**src/rtl/dma_stream_arbiter_pkg.sv**
```systemverilog
// Shared DMA definitions: stream count, priority levels and arbiter state encoding.
package dma_pkg;

    localparam int unsigned N_STREAMS = 8;
    localparam int unsigned ID_W      = $clog2(N_STREAMS);
    localparam int unsigned N_LEVELS  = 4;

    typedef logic [1:0] prio_t;

    localparam prio_t PRIO_LOW   = 2'd0;
    localparam prio_t PRIO_MED   = 2'd1;
    localparam prio_t PRIO_HIGH  = 2'd2;
    localparam prio_t PRIO_VHIGH = 2'd3;

    typedef enum logic {
        ARB_IDLE,
        ARB_BUSY
    } arb_state_t;

endpackage

```
**src/rtl/dma_stream_arbiter_if.sv**
```systemverilog
// Request/grant bundle between stream control registers, master sequencer and the arbiter.
interface dma_stream_arbiter_if;
    import dma_pkg::*;

    logic [N_STREAMS-1:0]   i_req;
    logic [2*N_STREAMS-1:0] i_prio;
    logic                   i_done;
    logic [N_STREAMS-1:0]   o_grant;
    logic                   o_grant_valid;
    logic [ID_W-1:0]        o_grant_id;
    logic                   o_release;

    // Requester/sequencer side
    modport master (
        output i_req, i_prio, i_done,
        input  o_grant, o_grant_valid, o_grant_id, o_release
    );

    // Arbiter side
    modport slave (
        input  i_req, i_prio, i_done,
        output o_grant, o_grant_valid, o_grant_id, o_release
    );

endinterface

```
**src/rtl/dma_stream_arbiter_rr_pick.sv**
```systemverilog
// Combinational round-robin picker: first set mask bit at or after the start index, wrapping.
module dma_rr_pick
    import dma_pkg::*;
(
    input  logic [N_STREAMS-1:0] i_mask,
    input  logic [ID_W-1:0]      i_start,
    output logic                 o_found,
    output logic [ID_W-1:0]      o_id
);

    logic [ID_W-1:0] idx;

    always_comb begin
        o_found = 1'b0;
        o_id    = '0;
        idx     = '0;
        for (int unsigned i = 0; i < N_STREAMS; i++) begin
            // index arithmetic wraps naturally at ID_W bits
            idx = i_start + ID_W'(i);
            if (!o_found && i_mask[idx]) begin
                o_found = 1'b1;
                o_id    = idx;
            end
        end
    end

endmodule

```
**src/rtl/dma_stream_arbiter.sv**
```systemverilog
// Selects the stream owning the AHB master datapath: priority level first, round-robin within a level.
module dma_stream_arbiter
    import dma_pkg::*;
(
    input  logic                  i_hclk,
    input  logic                  i_hnreset,
    dma_stream_arbiter_if.slave   arb_if
);

    arb_state_t           state_q, state_d;
    logic [N_STREAMS-1:0] grant_q, grant_d;
    logic                 grant_valid_q, grant_valid_d;
    logic [ID_W-1:0]      grant_id_q, grant_id_d;
    logic                 release_q, release_d;
    prio_t                level_q, level_d;
    logic [ID_W-1:0]      rr_ptr_q [N_LEVELS];
    logic [ID_W-1:0]      rr_ptr_d [N_LEVELS];

    logic [N_STREAMS-1:0] lvl_mask  [N_LEVELS];
    logic                 lvl_found [N_LEVELS];
    logic [ID_W-1:0]      lvl_id    [N_LEVELS];

    logic                 win_found;
    logic [ID_W-1:0]      win_id;
    prio_t                win_level;
    logic                 withdraw;

    always_comb begin
        for (int unsigned p = 0; p < N_LEVELS; p++) begin
            lvl_mask[p] = '0;
            for (int unsigned k = 0; k < N_STREAMS; k++) begin
                lvl_mask[p][k] = arb_if.i_req[k] &&
                                 (prio_t'(arb_if.i_prio[2*k +: 2]) == prio_t'(p));
            end
        end
    end

    for (genvar p = 0; p < N_LEVELS; p++) begin : g_level
        dma_rr_pick u_pick (
            .i_mask  (lvl_mask[p]),
            .i_start (rr_ptr_q[p]),
            .o_found (lvl_found[p]),
            .o_id    (lvl_id[p])
        );
    end

    // Ascending scan so the highest level with a requester overrides lower ones
    always_comb begin
        win_found = 1'b0;
        win_id    = '0;
        win_level = PRIO_LOW;
        for (int unsigned p = 0; p < N_LEVELS; p++) begin
            if (lvl_found[p]) begin
                win_found = 1'b1;
                win_id    = lvl_id[p];
                win_level = prio_t'(p);
            end
        end
    end

    assign withdraw = !arb_if.i_req[grant_id_q];

    always_comb begin
        state_d       = state_q;
        grant_d       = grant_q;
        grant_valid_d = grant_valid_q;
        grant_id_d    = grant_id_q;
        level_d       = level_q;
        release_d     = 1'b0;
        for (int unsigned p = 0; p < N_LEVELS; p++) begin
            rr_ptr_d[p] = rr_ptr_q[p];
        end

        unique case (state_q)
            ARB_IDLE: begin
                if (win_found) begin
                    state_d       = ARB_BUSY;
                    grant_d       = N_STREAMS'(1) << win_id;
                    grant_valid_d = 1'b1;
                    grant_id_d    = win_id;
                    level_d       = win_level;
                end
            end
            ARB_BUSY: begin
                if (arb_if.i_done || withdraw) begin
                    state_d           = ARB_IDLE;
                    grant_d           = '0;
                    grant_valid_d     = 1'b0;
                    grant_id_d        = '0;
                    rr_ptr_d[level_q] = grant_id_q + 1'b1;
                    // a simultaneous done takes precedence over withdrawal
                    release_d         = withdraw && !arb_if.i_done;
                end
            end
            default: state_d = ARB_IDLE;
        endcase
    end

    always_ff @(posedge i_hclk or negedge i_hnreset) begin
        if (!i_hnreset) begin
            state_q       <= ARB_IDLE;
            grant_q       <= '0;
            grant_valid_q <= 1'b0;
            grant_id_q    <= '0;
            release_q     <= 1'b0;
            level_q       <= PRIO_LOW;
            for (int unsigned p = 0; p < N_LEVELS; p++) begin
                rr_ptr_q[p] <= '0;
            end
        end else begin
            state_q       <= state_d;
            grant_q       <= grant_d;
            grant_valid_q <= grant_valid_d;
            grant_id_q    <= grant_id_d;
            release_q     <= release_d;
            level_q       <= level_d;
            for (int unsigned p = 0; p < N_LEVELS; p++) begin
                rr_ptr_q[p] <= rr_ptr_d[p];
            end
        end
    end

    assign arb_if.o_grant       = grant_q;
    assign arb_if.o_grant_valid = grant_valid_q;
    assign arb_if.o_grant_id    = grant_id_q;
    assign arb_if.o_release     = release_q;

endmodule

```
**src/flat_wrapper.sv**
```systemverilog
// flat-port wrapper written by rule: the top's interface ports become plain ports
module dma_stream_arbiter_flat import dma_pkg::*;
  (i_hclk, i_hnreset, arb_if_i_req, arb_if_i_prio, arb_if_i_done, arb_if_o_grant, arb_if_o_grant_valid, arb_if_o_grant_id, arb_if_o_release);
  dma_stream_arbiter_if arb_if_i ();
  input  logic i_hclk;
  input  logic i_hnreset;
  input wire logic [$bits(arb_if_i.i_req)-1:0] arb_if_i_req;
  input wire logic [$bits(arb_if_i.i_prio)-1:0] arb_if_i_prio;
  input wire logic [$bits(arb_if_i.i_done)-1:0] arb_if_i_done;
  output wire logic [$bits(arb_if_i.o_grant)-1:0] arb_if_o_grant;
  output wire logic [$bits(arb_if_i.o_grant_valid)-1:0] arb_if_o_grant_valid;
  output wire logic [$bits(arb_if_i.o_grant_id)-1:0] arb_if_o_grant_id;
  output wire logic [$bits(arb_if_i.o_release)-1:0] arb_if_o_release;
  assign arb_if_i.i_req = arb_if_i_req;
  assign arb_if_i.i_prio = arb_if_i_prio;
  assign arb_if_i.i_done = arb_if_i_done;
  assign arb_if_o_grant = arb_if_i.o_grant;
  assign arb_if_o_grant_valid = arb_if_i.o_grant_valid;
  assign arb_if_o_grant_id = arb_if_i.o_grant_id;
  assign arb_if_o_release = arb_if_i.o_release;
  dma_stream_arbiter u_core (.i_hclk(i_hclk), .i_hnreset(i_hnreset), .arb_if(arb_if_i));
endmodule
```
**config.mk**
```make
export PLATFORM = sky130hd
export DESIGN_NAME = dma_stream_arbiter_flat
export DESIGN_NICKNAME = d
export VERILOG_FILES = /design/src/rtl/dma_stream_arbiter_pkg.sv /design/src/rtl/dma_stream_arbiter_if.sv /design/src/rtl/dma_stream_arbiter_rr_pick.sv /design/src/rtl/dma_stream_arbiter.sv /design/src/flat_wrapper.sv
export SDC_FILE = /design/constraint.sdc
export NUM_CORES = 1
export LEC_CHECK = 0
export BUFFER_PORTS_ARGS = -buffer_cell sky130_fd_sc_hd__buf_4
export CAP_MARGIN = 20
export CORE_AREA = 8 8 104 106
export DETAILED_ROUTE_END_ITERATION = 8
export DIE_AREA = 0 0 112 114
export PLACE_DENSITY = 0.83
export SLEW_MARGIN = 20
export SYNTH_ARGS = -nofsm -noshare
export SYNTH_HDL_FRONTEND = slang
export SYNTH_SLANG_ARGS = --single-unit
```
**constraint.sdc**
```tcl
create_clock -name i_hclk -period 8.4 [get_ports i_hclk]
set_input_delay 0.84 -clock i_hclk [delete_from_list [all_inputs] [get_ports i_hclk]]
set_output_delay 0.84 -clock i_hclk [all_outputs]
set_load 0.01 [all_outputs]
```
Yosys cells after proc, flatten, opt, wreduce, memory -nomap -nowiden --
Index checks and enable logic that the tools add are counted.
Storage, ports and cells: register bits 28, output and inout port bits 13
Cells by class: add/sub/neg operators 29, $lt $le $gt $ge 35, equal/unequal tests 26, shift-type cells 1, mux-type cells 158, bitwise operators 2, reductions and logical operators 104
Operators with widths (number):
- $lt A3 B4 Y1 const B | 33
- $mux W3 | 39
- $bmux W1 S3 | 33
- $mux W1 | 76
- $logic_and A1 B1 Y1 | 62
- $add A3 B3 Y3 const B | 16
- $eq A2 B2 Y1 const B | 16
- $logic_not A1 Y1 | 30
- $add A3 B2 Y3 const B | 8
- $eq A2 B1 Y1 const B | 8
- $logic_not A2 Y1 | 8
- $mux W8 | 2
- $pmux W8 S2 | 1
- $add A3 B1 Y3 const B | 5
- $bwmux W12 | 1
- $shl A1 B3 Y8 const A | 1
- $demux W3 S2 | 1
- $pmux W3 S2 | 1
- $reduce_and A2 Y1 | 3
- $mux W2 | 2
- $pmux W1 S2 | 2
- $ge A3 B3 Y1 const B | 1
- $lt A3 B1 Y1 const B | 1
- $not A2 Y3 | 1
- other kinds (4) | 4

Logic depth before layout (Yosys ltp) --
Gate-level depths: netlist (run 1).
depth in word-level cells 33, mapped depth 18, depth with buffers taken out 11

Cells and area by module --
Synthesis (run 1) repeated with hierarchy kept, for this count alone.
Unflattened totals: cells, all modules 678, area total of the unflattened synthesis 6108.4 um^2
Modules (own cells, without submodules):
- dma_rr_pick | instances 4, cells each 121, area each 1081.0 um^2
- dma_stream_arbiter | instances 1, cells each 194, area each 1784.2 um^2

Worst setup path before layout (run 1) --
OpenSTA, ideal clock, no wires.
path kind register to register, from register u_core.rr_ptr_q[3] (netlist name), to register u_core.grant_q[0] (netlist: u_core.arb_if.o_grant[0]), data arrival time 3.542 ns, required time 8.290 ns, setup slack 4.748 ns, stages on the path, launching flop included 16, cell sequence dfrtp_1 -> buf_2 -> inv_1 -> buf_2 -> buf_2 -> ha_1 -> clkbuf_1 -> inv_2 -> mux2i_1 -> mux4_2 -> nand2b_1 -> nor3_1 -> o21ai_0 -> a211o_1 -> o211a_1 -> o41ai_1
Between the ends: longest elaborated chain between the ends 29, elaborated cells on any way between the ends 62, those cells by class add/sub: 7; eq/ne: 1; shift: 1; mux: 38; reduce/logical: 15
RTL lines:
- start, declared | RTL line dma_stream_arbiter.sv:16 | logic [ID_W-1:0] rr_ptr_q [N_LEVELS];
- start signal, assigned by index | RTL line dma_stream_arbiter.sv:118 | rr_ptr_q[p] <= rr_ptr_d[p];
- parallel branches: the longest is 29 deep, another holds $add A3 B1 Y3
- end signal, assigned | RTL line dma_stream_arbiter.sv:112 | grant_q <= grant_d;
- end, declared | RTL line dma_stream_arbiter.sv:11 | logic [N_STREAMS-1:0] grant_q, grant_d;
Several ways; the timed one is not identified. The select of a mux whose other input is x is not followed. A chain may end at the register's enable or synchronous reset.

Worst setup path after layout (run 1) --
from register u_core.rr_ptr_q[3] (netlist name), to register u_core.grant_q[6] (netlist: u_core.arb_if.o_grant[6])
Same word-level chain as after synthesis.

==> run summary, run 1 <==
Tot GR Track Use: 0.266
first-pass GRT wire length: 28300 um
number of H-tree levels: 1
setup slack after layout: 3.04 ns
Worst Skew: 0.00716 ns
final net count: 683
CP Capture Type: flop
initial antenna violation count: 0
top routing layer used: met4
vias in the first global route: 5488
ys async rst share: 1.00
CP Data Arrival Time: 5.50 ns
Final Critical Period: 5.36 ns
post-DR wirelength/cell: 22.8 um
# diodes: 0
CTS resizes: 0
period utilization: 0.638
# DRC: 0
hold buffer count at cts: 0
via count: 5834
Root Buffer: clkbuf_8
Worst IR Drop VDD: 0.257 mV
met2 routed WL: 8180 um
DRT Pass-1 Iters: 6
Die Span Y: 114 um
register area: 701 um2
Die X: 112 um
drt total wl: 17300 um
DRT iter0 DRCs: 657
Setup crit start: u_core.rr_ptr_q[3]$_DFFE_PN0P_
Setup violations, final: 0
Hold Path Class: input port to asynchronous set/reset pin
most area-consuming cells after synthesis: mux4_2 (19%), dfrtp_1 (12%), mux2i_1 (6.9%)
R2R setup slack: 3.04 ns
worst skew pair latency: 0.27 ns
die area: 12800 um2
register area share after synthesis: 0.121
M1 WL: 6930 um
Max Fclk: 187 MHz
Core Region: 9110 um2
Syn. warnings: 0
Max Root-Sink Buffers: 2
final hold vios: 0
Cell Area, Synth: 5810 um2
synthesized flop and latch total: 28
Pwr per Cell Area: 438 nW/um2
ys flop type: dfrtp_1
Via density: 7.71
RSZ-0062 raised after global routing: no
total power: 2.67 mW
buffers added on ports: 39
final-report max-slew violation count: 0
CP Class: flop to flop
Filler Cells Inserted: 756
CP Launch Type: flop
leakage: 2.37 nW
Yosys cell types: 90
remaining antenna violation count after routing: 0
RePlAce Congestion: 0.979
CP Data Required Time: 8.55 ns
Reg2Reg Depth: 11
number of max-cap violations: 0
P&R area growth vs syn: 4.85%
I/O pin count: 40
Worst Setup EP: u_core.arb_if.o_grant[6]$_DFFE_PN0P_
status: finished clean
CTS buffer count: 3
area occupied by multi-input gates: 4800 um2
largest net degree at the start of global routing: 29
design area: 6090 um2
placed cell area: 6020 um2
most frequent cells after synthesis: mux4_2 (50), nand2_1 (44), mux2i_1 (40), nor2_1 (40), o21ai_0 (34)
share of cells above drive strength 1: 0.228
critical path peak fanout: 20
Mean Syn Cell Area: 8.96 um2
Gate Count Post-Synth: 648
clock-pin slew on the worst setup and hold paths: 0.09 ns
Post-Place Worst Slack: 3.14 ns
CTS tree: yes
EDFF count, synth: 0
Detailed Place HPWL: 13300 um
Yosys top cell area share: 0.194
area leader, netlist: mux4_2
final setup TNS: 0 ns
top-count cell post-synth: mux4_2
grt ovf: 0
Worst R2R End: u_core.arb_if.o_grant[6]$_DFFE_PN0P_
Rows: 35
max_slew headroom: 0.413
syn_nets: 684
Initial Utilization: 0.638
metal3 WL: 1720 um
WHS: 0.465 ns
slew of the pin with the lowest slew margin: 0.880 ns
reg2reg start: u_core.rr_ptr_q[3]$_DFFE_PN0P_
postcts setup bufs: 0
Num Clock Sinks: 28
-- worst min-delay path by stage --
| stage | endpoint | start | depth (start not counted) | slack [ns] |
|---|---|---|---|---|
| 2_1_floorplan | u_core.level_q[0]$_DFFE_PN0P_ | u_core.level_q[0]$_DFFE_PN0P_ | 2 | 0.48 |
| 6_report | u_core.arb_if.o_grant_id[0]$_DFFE_PN0P_ | i_hnreset | 1 | 0.46 |
| 3_3_place_gp | u_core.arb_if.o_grant[3]$_DFFE_PN0P_ | u_core.arb_if.o_grant[3]$_DFFE_PN0P_ | 2 | 0.48 |
| 4_1_cts | u_core.arb_if.o_grant_id[0]$_DFFE_PN0P_ | i_hnreset | 1 | 0.47 |
| 3_5_place_dp | u_core.arb_if.o_grant[0]$_DFFE_PN0P_ | u_core.arb_if.o_grant[0]$_DFFE_PN0P_ | 2 | 0.48 |
| 5_1_grt | u_core.arb_if.o_grant_id[0]$_DFFE_PN0P_ | i_hnreset | 1 | 0.47 |
-- layer usage --
layer | global-route usage | up-vias
li1 | - | 2602
met1 | 0.357 | 2806
met2 | 0.439 | 373
met3 | 0.0412 | 53
met4 | 0.0701 | 0
met5 | 0 | -
-- sequential cells by signal, summed over array words and instances (netlist names) --
name and flops:
u_core.arb_if.o_grant_valid 1, u_core.rr_ptr_q 12, u_core.level_q 2, u_core.arb_if.o_grant 8
u_core.arb_if.o_grant_id 3, u_core.arb_if.o_release 1, u_core.state_q 1
-- critical path, cell delays in order, from the launching register on --
cell and delay (ns):
dfrtp_1 0.73, inv_1 0.54, ha_1 0.90, inv_2 0.25
mux2i_1 0.20, mux4_2 0.53, nor2b_1 0.23, nand4b_1 0.37
nor3_1 0.54, a21o_1 0.55, a211o_1 0.28, o31ai_1 0.09
-- cell usage in the layout, fill, tap and decap left out, types with 5 or more instances in the layout --
cell / Yosys / final
o21a_1: 5 / 5
xnor2_1: 8 / 8
nor3b_2: 5 / 5
a31oi_1: 6 / 6
and2_1: 10 / 10
or4_1: 6 / 6
a21oi_1: 20 / 20
a2bb2oi_1: 5 / 5
buf_4: 1 / 40
xor2_1: 6 / 6
and3b_1: 15 / 15
a21o_1: 6 / 6
mux2i_1: 40 / 40
nor2_1: 40 / 40
nand3_1: 26 / 26
nand2b_1: 12 / 12
nand3b_1: 17 / 17
o211ai_1: 11 / 11
a211oi_1: 10 / 10
and3_1: 9 / 9
mux4_2: 50 / 50
nor4bb_1: 6 / 6
nor3_1: 11 / 11
inv_1: 15 / 15
dfrtp_1: 28 / 28
o22ai_1: 8 / 8
mux2_2: 21 / 21
ha_1: 9 / 9
o31ai_1: 9 / 9
nand2_1: 44 / 44
nand4_1: 5 / 5
a211o_1: 6 / 6
o21ai_0: 34 / 34
-- through the flow --
step,std cells,utilization
floorplan,648,-
global placement,753,0.661
detailed placement,753,0.661
CTS,757,0.669
global route,757,0.669
finish,757,0.669
-- report_power, final --
group	internal, mW	switching [mW]	total [mW]
logic	0.939	1.25	2.19
clock network	0.0638	0.0406	0.104
registers	0.191	0.188	0.379
-- kinds of logic (layout without fill, tap and decap cells) --
group / Yosys count / count (layout) / share of synthesized area
compound gates: 182 / 182 / 0.235
xor+xnor: 14 / 14 / 0.0211
fa+ha+maj: 9 / 9 / 0.0194
buf+inv: 67 / 65 / 0.0530
flops: 28 / 28 / 0.121
mux: 112 / 112 / 0.307
simple gates: 236 / 236 / 0.243
-- final cells by class --
class	instances	share of cell area
inverters	21	0.0129
multi-input cells	553	0.788
well taps	111	0.0228
clock inverters	1	0.00493
repair buffers	40	0.0493
clock buffers	3	0.00678
flip-flops and latches	28	0.115
(Power assumes the default switching activity.)
==> run 2, diff against run 1 <==
--- a/config.mk
+++ b/config.mk
@@ -7,10 +7,10 @@
 export LEC_CHECK = 0
 export BUFFER_PORTS_ARGS = -buffer_cell sky130_fd_sc_hd__buf_4
 export CAP_MARGIN = 20
-export CORE_AREA = 8 8 104 106
+export CORE_AREA = 8 8 110 112
 export DETAILED_ROUTE_END_ITERATION = 8
-export DIE_AREA = 0 0 112 114
-export PLACE_DENSITY = 0.83
+export DIE_AREA = 0 0 118 120
+export PLACE_DENSITY = 0.78
 export SLEW_MARGIN = 20
 export SYNTH_ARGS = -nofsm -noshare
 export SYNTH_HDL_FRONTEND = slang
==> constraint.sdc (replaced) <==
create_clock -name i_hclk -period 4.5 [get_ports i_hclk]
set_input_delay 0.45 -clock i_hclk [delete_from_list [all_inputs] [get_ports i_hclk]]
set_output_delay 0.45 -clock i_hclk [all_outputs]
set_load 0.01 [all_outputs]
==> run 2 against run 1 <==
  * Non-clock buffer count rose by 17
  * Count of clock-buffer cells in the layout stayed put
  * Routed wire length up 9.2%
  * Power up 94%
  * Sequential share of layout area decreased by 0.30 points
  * Sequential power up 41%
  * Design area rose by 2.7%
==> run summary, run 2 (synthesized netlist as in run 1, its figures left out) <==
Pwr per Cell Area: 828 nW/um2 (was 438 nW/um2)
Filler Cells Inserted: 898 (was 756)
vias in the first global route: 5846 (was 5488)
met3 Track Usage GR: 0.0451 (was 0.0412)
CP Class: flop to flop (unchanged)
Die X: 118 um (was 112 um)
final setup TNS: 0 ns (unchanged)
reg2reg start: u_core.rr_ptr_q[6]$_DFFE_PN0P_ (was u_core.rr_ptr_q[3]$_DFFE_PN0P_)
R2R setup slack: 0.54 ns (was 3.04 ns)
CP Data Required Time: 4.68 ns (was 8.55 ns)
critical path peak fanout: 13 (was 20)
final std cells w/o fill: 803 (was 757)
largest net degree at the start of global routing: 29 (unchanged)
most common cell after layout, fill and taps aside: buf_4 (was mux4_2)
commonest cells after routing, fill and taps aside: buf_4 (57), mux4_2 (50), nand2_1 (44) (was mux4_2 (50), nand2_1 (44), nor2_1 (40), mux2i_1 (40), buf_4 (40))
share of cells above drive strength 1: 0.247 (was 0.228)
I/O pin count: 40 (unchanged)
leakage: 2.46 nW (was 2.37 nW)
Setup crit start: u_core.rr_ptr_q[6]$_DFFE_PN0P_ (was u_core.rr_ptr_q[3]$_DFFE_PN0P_)
met2 GRT Util: 0.430 (was 0.439)
RePlAce Congestion: 1.05 (was 0.979)
Most flops, register: u_core.rr_ptr_q (unchanged)
CTS resizes: 0 (unchanged)
Hold Path Class: input port to asynchronous set/reset pin (unchanged)
Num Clock Sinks: 28 (unchanged)
CTS buffer count: 3 (unchanged)
DRT iter0 DRCs: 920 (was 657)
P&R area growth vs syn: 7.67% (was 4.85%)
CP Launch Type: flop (unchanged)
Core Region: 10500 um2 (was 9110 um2)
remaining antenna violation count after routing: 0 (unchanged)
met1 Use GR: 0.349 (was 0.357)
slew of the pin with the lowest slew margin: 0.727 ns (was 0.880 ns)
drt total wl: 18800 um (was 17300 um)
# DRC: 0 (unchanged)
final net count: 700 (was 683)
Root Buffer: clkbuf_8 (unchanged)
Cells after DPL: 799 (was 753)
clock-pin slew on the worst setup and hold paths: 0.10 ns (was 0.09 ns)
Worst IR Drop VDD: 0.483 mV (was 0.257 mV)
DRT Pass-1 Iters: 6 (unchanged)
die area: 14200 um2 (was 12800 um2)
RSZ-0062 raised after global routing: no (unchanged)
period utilization: 0.880 (was 0.638)
grt peak-use layer: met2 (unchanged)
via count: 6076 (was 5834)
Tot GR Track Use: 0.262 (was 0.266)
Worst Skew: 0.00191 ns (was 0.00716 ns)
# diodes: 0 (unchanged)
worst skew pair latency: 0.28 ns (was 0.27 ns)
Detailed Place HPWL: 14300 um (was 13300 um)
CP Data Arrival Time: 4.13 ns (was 5.50 ns)
final hold vios: 0 (unchanged)
Initial Utilization: 0.553 (was 0.638)
number of H-tree levels: 1 (unchanged)
status: finished clean (unchanged)
initial antenna violation count: 0 (unchanged)
grt ovf: 0 (unchanged)
first-pass GRT wire length: 31200 um (was 28300 um)
Max Fclk: 253 MHz (was 187 MHz)
final-report max-slew violation count: 0 (unchanged)
WHS: 0.0687 ns (was 0.465 ns)
post-DR wirelength/cell: 23.5 um (was 22.8 um)
CTS tree: yes (unchanged)
number of max-cap violations: 0 (unchanged)
Setup violations, final: 0 (unchanged)
Via density: 7.57 (was 7.71)
Worst R2R End: u_core.arb_if.o_grant[0]$_DFFE_PN0P_ (was u_core.arb_if.o_grant[6]$_DFFE_PN0P_)
Die Span Y: 120 um (was 114 um)
Max Root-Sink Buffers: 2 (unchanged)
Rows: 38 (was 35)
max FFs per register: 12 (unchanged)
Reg2Reg Depth: 13 (was 11)
Worst Setup EP: u_core.arb_if.o_grant[0]$_DFFE_PN0P_ (was u_core.arb_if.o_grant[6]$_DFFE_PN0P_)
Layout Utilization: 0.595 (was 0.669)
buffers added on ports: 39 (unchanged)
CP Capture Type: flop (unchanged)
max_slew headroom: 0.514 (was 0.413)
hold buffer count at cts: 0 (unchanged)
postcts setup bufs: 0 (unchanged)
Final Critical Period: 3.96 ns (was 5.36 ns)
==> run 2: cell count changes in the layout (fill, tap and decap cells not counted), sizes merged <==
cell  previous run  this run
buf             40        57
==> run 2: final cells by class <==
class / instances / area, um2 / area share
inverter: 21 / 78.8 / 0.0126
timing repair buffer: 57 / 428 / 0.0684
tap: 140 / 175 / 0.0280
clock inverter: 1 / 30.0 / 0.00480
sequential: 28 / 701 / 0.112
clock buffer: 3 / 41.3 / 0.00660
multi-input combinational: 553 / 4800 / 0.768
==> run 2: routing by layer <==
layer	vias to the layer above	share of wire	routed length, um
met4	0	0.024	457
met5	-	0	0
met2	463	0.47	8910
met1	2909	0.39	7370
met3	71	0.11	2100
li1	2633	-	-
==> run 2: critical path, stage by stage, from the launching register on <==
cell      delay [ns]
dfrtp_1         0.39
inv_1           0.05
buf_4           0.20
ha_1            0.27
inv_1           0.15
mux4_2          0.59
mux2i_1         0.41
o2111a_1        0.27
nand3_2         0.14
nor4_1          0.61
a21o_1          0.36
buf_4           0.23
nand3_1         0.10
o41ai_1         0.07
==> run 2: where the power goes <==
group,switching (mW),total [mW],internal (mW)
Clock,0.0862,0.206,0.119
Sequential,0.176,0.535,0.359
Combinational,2.57,4.44,1.86
==> run 2: worst min-delay path by stage <==
stage,to,slack [ns]
floorplan,u_core.arb_if.o_grant[0]$_DFFE_PN0P_,0.15
global placement,u_core.arb_if.o_grant[0]$_DFFE_PN0P_,0.39
detailed placement,u_core.arb_if.o_grant[0]$_DFFE_PN0P_,0.39
CTS,u_core.arb_if.o_grant[0]$_DFFE_PN0P_,0.08
global route,u_core.arb_if.o_grant[0]$_DFFE_PN0P_,0.08
finish,u_core.arb_if.o_grant[0]$_DFFE_PN0P_,0.07
==> run 2: metrics by stage <==
stage	area (um2)	power, mW	worst slack [ns]
floorplan	5810	3.85	0.848
global placement	6180	4.77	0.666
detailed placement	6180	4.85	0.614
CTS	6250	5.07	0.590
global route	6250	5.53	0.325
finish	6250	5.18	0.541
